--- src/rtl/plc_input_scan.sv ---
// Input-image reader: synchronizes and debounces board inputs, normalizes key polarity,
// and hands the scan engine a frozen image plus edge flags over a level handshake.
module plc_input_scan #(
    parameter int              N_IN            = 23,
    parameter int              DEBOUNCE_TICKS  = 10,
    parameter logic [N_IN-1:0] ACTIVE_LOW_MASK = 23'h780000
) (
    input  logic            clk,
    input  logic            rst,
    input  logic            tick,
    input  logic [N_IN-1:0] raw_in,
    input  logic            scan_req,
    output logic            scan_ack,
    output logic [N_IN-1:0] img,
    output logic [N_IN-1:0] rise,
    output logic [N_IN-1:0] fall
);

    localparam int CW = (DEBOUNCE_TICKS > 0) ? $clog2(DEBOUNCE_TICKS + 1) : 1;
    localparam logic [CW-1:0] LAST = CW'((DEBOUNCE_TICKS > 0) ? DEBOUNCE_TICKS - 1 : 0);

    typedef enum logic [1:0] {IDLE, CAPTURE, HOLD} state_t;

    logic [N_IN-1:0] sync1_reg, sync2_reg;
    logic [N_IN-1:0] s;
    logic [N_IN-1:0] stable_reg;
    state_t          state_reg, state_next;

    // Reset to the idle-key pattern so released keys do not look like a press.
    always_ff @(posedge clk or negedge rst) begin
        if (!rst) begin
            sync1_reg <= ACTIVE_LOW_MASK;
            sync2_reg <= ACTIVE_LOW_MASK;
        end else begin
            sync1_reg <= raw_in;
            sync2_reg <= sync1_reg;
        end
    end

    assign s = sync2_reg ^ ACTIVE_LOW_MASK;

    genvar gi;
    generate
        if (DEBOUNCE_TICKS == 0) begin : g_nodeb
            always_ff @(posedge clk or negedge rst) begin
                if (!rst) stable_reg <= '0;
                else      stable_reg <= s;
            end
        end else begin : g_deb
            for (gi = 0; gi < N_IN; gi++) begin : g_bit
                logic [CW-1:0] cnt_reg;
                // Counter only ever reaches LAST before clearing, so it cannot wrap.
                always_ff @(posedge clk or negedge rst) begin
                    if (!rst) begin
                        cnt_reg        <= '0;
                        stable_reg[gi] <= 1'b0;
                    end else if (s[gi] == stable_reg[gi]) begin
                        cnt_reg <= '0;
                    end else if (tick) begin
                        if (cnt_reg >= LAST) begin
                            stable_reg[gi] <= s[gi];
                            cnt_reg        <= '0;
                        end else begin
                            cnt_reg <= cnt_reg + 1'b1;
                        end
                    end
                end
            end
        end
    endgenerate

    always_ff @(posedge clk or negedge rst) begin
        if (!rst) state_reg <= IDLE;
        else      state_reg <= state_next;
    end

    always_comb begin
        state_next = state_reg;
        scan_ack   = 1'b0;
        case (state_reg)
            IDLE:    if (scan_req) state_next = CAPTURE;
            CAPTURE: state_next = HOLD;
            HOLD: begin
                scan_ack = 1'b1;
                if (!scan_req) state_next = IDLE;
            end
            default: state_next = IDLE;
        endcase
    end

    // Edges are taken against the previous capture, not against every stable change.
    always_ff @(posedge clk or negedge rst) begin
        if (!rst) begin
            img  <= '0;
            rise <= '0;
            fall <= '0;
        end else if (state_reg == CAPTURE) begin
            img  <= stable_reg;
            rise <= stable_reg & ~img;
            fall <= ~stable_reg & img;
        end
    end

endmodule

--- config.mk ---
export PLATFORM = sky130hd
export DESIGN_NAME = plc_input_scan
export DESIGN_NICKNAME = d
export VERILOG_FILES = /design/src/rtl/plc_input_scan.sv
export SDC_FILE = /design/constraint.sdc
export NUM_CORES = 1
export LEC_CHECK = 0
export CAP_MARGIN = 20
export CORE_UTILIZATION = 30
export CTS_BUF_LIST = sky130_fd_sc_hd__clkbuf_16
export DETAILED_ROUTE_END_ITERATION = 7
export GPL_TIMING_DRIVEN = 0
export PLACE_DENSITY = 0.54
export SLEW_MARGIN = 20
export SYNTH_ARGS = -nofsm -noshare
export SYNTH_HDL_FRONTEND = slang
export SYNTH_SLANG_ARGS = --single-unit
--- constraint.sdc ---
create_clock -name clk -period 3.09 [get_ports clk]
set_input_delay 0.618 -clock clk [delete_from_list [all_inputs] [get_ports clk]]
set_output_delay 0.618 -clock clk [all_outputs]
set_load 0.005 [all_outputs]
==> results.sh, run 1 <==
export IMPL_status="finished clean"
export IMPL_die_area_um2=35800
export IMPL_dr_pass1_iters=4
export IMPL_cts_sinks=232
export IMPL_synthArstFlopShare=1.00
export IMPL_clk_pin_slew_worst_paths_ns=0.06
export IMPL_synth_cell_types=37
export IMPL_ys_warnings_count=0
export IMPL_ys_seq_elements=232
export IMPL_hpwl_um=16600
export IMPL_leakage_nw=5.91
export IMPL_fin_crit_sh=0.718
export IMPL_ios=97
export IMPL_dieHeight_um=189
export IMPL_vias=7006
export IMPL_syn_avg_cell_area_um2=11.4
export IMPL_cts_resized=0
export IMPL_drtAntennaViolNets=0
export IMPL_via_per_inst=4.60
export IMPL_remaining_drc_errors=0
export IMPL_synth_nets=1018
export IMPL_synth_ff_type="dfrtp_1"
export IMPL_fillCellCount=3402
export IMPL_rsz0062_at_grt="false"
export IMPL_fin_crit_ns=2.22
export IMPL_reg2reg_to="fall[1]$_DFFE_PN0N_"
export IMPL_cts_tree="yes"
export IMPL_chipWidth_um=189
export IMPL_drv_slew=0
export IMPL_portBuffers=96
export IMPL_hold_violations=0
export IMPL_ys_top_cells_by_area="dfrtp_1 (53%), ha_1 (8.2%), o21ai_0 (4.1%)"
export IMPL_r2r_slack_ns=1.27
export IMPL_htreeDepth=1
export IMPL_fin_worst_hold_slack_ns=0.0175
export IMPL_setup_tns_ns=0
export IMPL_yosys_area_top_type="dfrtp_1"
export IMPL_worstReg2RegStart="state_reg[1]$_DFFE_PN0P_"
export IMPL_post_cts_setup_buffers=0
export IMPL_crit_path_start_kind="register"
export IMPL_place_inst=1475
export IMPL_largest_reg_flops=92
export IMPL_clk_path_buf_depth=3
export IMPL_fin_nets=1145
export IMPL_tightest_slew_ns=0.837
export IMPL_synth_edf_count=0
export IMPL_ir_drop_mv=0.487
export IMPL_dr_first_iter_drc_count=450
export IMPL_synth_cells=922
export IMPL_hp_class="input pin to asynchronous set/reset pin"
export IMPL_syn_to_final_growth_pct=23.6
export IMPL_row_count=68
export IMPL_routed_wl_um=24600
export IMPL_gr_total_overflow=0
export IMPL_max_freq_mhz=451
export IMPL_antenna_found_initial=2
export IMPL_start_util=0.304
export IMPL_ys_seq_area_frac=0.553
export IMPL_power_density_nw_per_um2=585
export IMPL_synth_top_area_frac=0.533
export IMPL_setup_viol=0
export IMPL_drive_gt1_frac=0.112
export IMPL_worstPathRequired_ns=2.47
export IMPL_cp_end_kind="primary output"
export IMPL_grt_total_usage=0.142
export IMPL_clock_latency_ns=0.52
export IMPL_cts_root_buf="clkbuf_16"
export IMPL_synth_area_um2=10500
export IMPL_diodes=0
export IMPL_crit_arrival_ns=1.60
export IMPL_critPathMaxFanout=3
export IMPL_cap_viol_max_count=0
export IMPL_fin_cells=1524
export IMPL_grt_max_degree=95
export IMPL_reg2reg_depth=4
export IMPL_path_class="register to primary output"
export IMPL_numCtsBuffers=27
export IMPL_core_area_um2=34500
export IMPL_cts_hold_buf=0
export IMPL_first_global_vias=7124
export IMPL_wl_per_cell_um=16.2
export IMPL_slew_headroom=0.442
export IMPL_grt_pass1_wl_um=39800
export IMPL_skew_ns=0.0101
export IMPL_gp_routability_congestion=0.772
[layer usage]
| layer | track usage | wire [um] | vias up |
|---|---|---|---|
| met1 | 0.195 | 11500 | 3447 |
| met3 | 0.0243 | 1010 | 43 |
| li1 | - | - | 3404 |
| met4 | 0.0450 | 685 | 0 |
| met2 | 0.228 | 11500 | 112 |
| met5 | 0 | 0 | - |
[layout by cell type (no fill, tap or decap), drive strengths merged, types with 23 or more instances in the layout]
cell           netlist  final
dfrtp              224    224
nand2               97     97
clkdlybuf4s50        0     95
o21ai               86     86
ha                  69     69
inv                 57     59
nor2                50     50
nand2b              39     39
mux2                38     38
xor2                36     36
clkbuf               5     32
nand3               29     29
buf                 22     25
xnor2               23     23
[cells in the mapped netlist, types with 14 or more instances]
| master | n |
|---|---|
| xnor2_1 | 23 |
| ha_1 | 69 |
| mux2_2 | 38 |
| nor2_1 | 50 |
| nand3_1 | 29 |
| inv_1 | 57 |
| xor2_1 | 36 |
| nor3b_1 | 15 |
| mux2i_1 | 14 |
| nand2b_1 | 39 |
| nand2_1 | 97 |
| dfrtp_1 | 224 |
| o21ai_0 | 86 |
[stage by stage]
step	cell area [um^2]	total power, mW	util	worst slack (ns)
6_report	13000	7.60	0.376	0.871
5_1_grt	13000	7.96	0.376	0.821
4_1_cts	13000	7.73	0.376	0.837
3_5_place_dp	12100	4.50	0.350	0.610
3_3_place_gp	12000	4.47	0.348	-9.09
2_1_floorplan	10500	3.90	-	1.55
[report_power, final]
group / internal, mW / switching, mW
Clock: 1.92 / 1.27
Combinational: 0.398 / 0.671
Sequential: 3.20 / 0.146
[how the worst max path moves through the flow]
stage / startpoint / end / depth (start not counted)
detailed placement: tick / g_deb.g_bit[22].cnt_reg[2]$_DFFE_PN0P_ / 6
CTS: state_reg[0]$_DFFE_PN0P_ / scan_ack / 2
global placement: rst / fall[17]$_DFFE_PN0N_ / 1
global route: state_reg[1]$_DFFE_PN0P_ / scan_ack / 2
finish: state_reg[0]$_DFFE_PN0P_ / scan_ack / 2
floorplan: g_deb.g_bit[0].cnt_reg[0]$_DFFE_PN0P_ / stable_reg[0]$_DFFE_PN0P_ / 4
[cells by family after synthesis]
kind of cell    synth area share
fa+ha+maj                 0.0822
xor+xnor                  0.0492
flops                      0.553
buf+inv                   0.0363
compound gates            0.0907
simple gates               0.134
mux                       0.0541
[critical path: stages (launching register included)]
cell,delay (ns)
dfrtp_1,0.39
nor2b_1,0.16
clkdlybuf4s50_1,0.52
[area by class of cell]
type / instances / area [um^2] / share of cell area
flip-flops and latches: 232 / 5820 / 0.448
multi-input cells: 606 / 4310 / 0.332
repair buffers: 98 / 1020 / 0.0786
clock buffers: 27 / 676 / 0.0520
well taps: 455 / 569 / 0.0438
inverters: 57 / 214 / 0.0165
clock inverters: 22 / 210 / 0.0162
plain buffers: 27 / 168 / 0.0129
No activity file was read; power rests on OpenSTA's default activity.
==> run 2: changes to the inputs <==
Clock period 3.09 ns to 2.1 ns, I/O delays scaled along.
==> run 2 against run 1 <==
  * Wire length is essentially flat
  * Utilization barely moved
  * Cell count hardly changed
  * Largest cell class unchanged
  * Sequential share of layout area barely moved
  * Hold slack better by 0.29 ns
  * Setup slack got worse by 0.79 ns
  * Critical path type unchanged
  * Via count is essentially flat
  * Critical path depth stayed put
  * Critical endpoint unchanged
  * Global-route usage is the same
==> results.sh, run 2 (synthesized netlist as in run 1, its figures left out) <==
export IMPL_status="finished clean"
export IMPL_ir_drop_mv=0.721
export IMPL_cp_slowest_cell="clkdlybuf4s50_1"
export IMPL_rsz0062_at_grt="false"
export IMPL_fin_crit_sh=0.963
export IMPL_remaining_drc_errors=0
export IMPL_post_route_util=0.376
export IMPL_wl_per_cell_um=16.2
export IMPL_place_ws_ns=-0.182
export IMPL_gr_total_overflow=0
export IMPL_slew_headroom=0.438
export IMPL_chipWidth_um=189
export IMPL_switching_power_mw=3.08
export IMPL_leakage_nw=5.91
export IMPL_hp_class="input pin to register"
export IMPL_setup_tns_ns=0
export IMPL_fin_crit_ns=2.02
export IMPL_p_int_mw=8.11
export IMPL_cts_tree="yes"
export IMPL_dr_pass1_iters=4
export IMPL_routed_wl_um=24600
export IMPL_post_dp_cell_area_um2=12100
export IMPL_cts_sinks=232
export IMPL_critPathMaxFanout=3
export IMPL_dieHeight_um=189
export IMPL_clk_pin_slew_worst_paths_ns=0.06
export IMPL_power_density_nw_per_um2=861
export IMPL_portBuffers=96
export IMPL_diodes=0
export IMPL_drv_slew=0
export IMPL_final_common_cell="dfrtp_1"
export IMPL_hold_violations=0
export IMPL_power_frac_comb=0.141
export IMPL_core_area_um2=34500
export IMPL_crit_arrival_ns=1.60
export IMPL_drtAntennaViolNets=0
export IMPL_via_per_inst=4.60
export IMPL_start_util=0.304
export IMPL_clk_path_buf_depth=3
export IMPL_path_cells="nor2b_1 -> clkdlybuf4s50_1"
export IMPL_worstReg2RegStart="state_reg[1]$_DFFE_PN0P_"
export IMPL_final_area_um2=13000
export IMPL_cp_end_kind="primary output"
export IMPL_syn_to_final_growth_pct=23.7
export IMPL_swShare=0.275
export IMPL_cap_viol_max_count=0
export IMPL_crit_path_start_kind="register"
export IMPL_skew_ns=0.00924
export IMPL_dr_first_iter_drc_count=476
export IMPL_clock_latency_ns=0.52
export IMPL_final_cell_mix="dfrtp_1 (224), nand2_1 (97), clkdlybuf4s50_1 (95), o21ai_0 (86), ha_1 (69)"
export IMPL_fin_nets=1146
export IMPL_worstPathRequired_ns=1.68
export IMPL_power_sequential_fraction=0.440
export IMPL_numCtsBuffers=27
export IMPL_grt_total_usage=0.142
export IMPL_gp_routability_congestion=0.772
export IMPL_fin_cells=1525
export IMPL_grt_max_degree=95
export IMPL_largest_reg_flops=92
export IMPL_tightest_slew_ns=0.844
export IMPL_cpPeakStageDelay_ns=0.52
export IMPL_place_inst=1475
export IMPL_cts_resized=0
export IMPL_ios=97
export IMPL_vias=7008
export IMPL_max_freq_mhz=495
export IMPL_min_from="raw_in[21]"
export IMPL_htreeDepth=1
export IMPL_grt_pass1_wl_um=39800
export IMPL_hpwl_um=16600
export IMPL_drive_gt1_frac=0.112
export IMPL_first_global_vias=7124
export IMPL_path_class="register to primary output"
export IMPL_row_count=68
export IMPL_setup_viol=0
export IMPL_die_area_um2=35800
export IMPL_fin_ws_ns=0.0783
export IMPL_antenna_found_initial=2
export IMPL_clkPwrFrac=0.419
export IMPL_crit_path_start="state_reg[0]$_DFFE_PN0P_"
export IMPL_cts_root_buf="clkbuf_16"
run 2: path summary, 6_finish.rpt:
| kind | depth (start not counted) | slack, ns | to |
|---|---|---|---|
| min reg2reg | 0 | 0.35 | sync2_reg[7]$_DFF_PN0_ |
| max | 2 | 0.08 | scan_ack |
| min in group asynchronous | 2 | 0.42 | sync1_reg[15]$_DFF_PN0_ |
| min | 1 | 0.30 | sync1_reg[21]$_DFF_PN1_ |
| max in group asynchronous | 4 | 0.43 | img[2]$_DFFE_PN0N_ |
| max reg2reg | 4 | 0.28 | fall[1]$_DFFE_PN0N_ |
run 2: layout make-up:
cell class / instances / area [um^2]
fillers: 3403 / 21500
flip-flops and latches: 232 / 5820
multi-input cells: 606 / 4310
repair buffers: 99 / 1030
clock buffers: 27 / 676
well taps: 455 / 569
inverters: 57 / 214
clock inverters: 22 / 210
plain buffers: 27 / 168
run 2: timing repair:
item	4_1_cts	5_1_grt
hold buffers	1	0
setup buffers	0	0
endpoints found under the setup margin	0	0
hold endpoints to repair	48	0
run 2: metrics by stage:
stage	total power [mW]	hold slack, ns
global placement	6.58	0.336
CTS	11.4	0.283
finish	11.2	0.305
floorplan	5.74	0.124
detailed placement	6.61	0.335
global route	11.7	0.296
run 2: critical path, delay by kind of cell (launching register included):
kind / cells / cell delay [ns]
buffers and inverters: 1 / 0.52
DFF: 1 / 0.39
and+or+nand+nor: 1 / 0.16
run 2: power by group through the flow:
stage	Sequential [mW]	Clock, mW	Combinational [mW]
5_1_grt	4.96	5.00	1.76
2_1_floorplan	4.96	0	0.783
3_3_place_gp	5.00	0	1.57
4_1_cts	4.92	4.84	1.62
6_report	4.92	4.69	1.58
3_5_place_dp	5.00	0	1.61
run 2: routing by layer:
metal,wire [um],vias to the layer above,global-route usage
li1,-,3405,-
met1,11500,3449,0.195
met2,11500,113,0.228
met3,1020,41,0.0243
met4,671,0,0.0450
met5,0,-,0
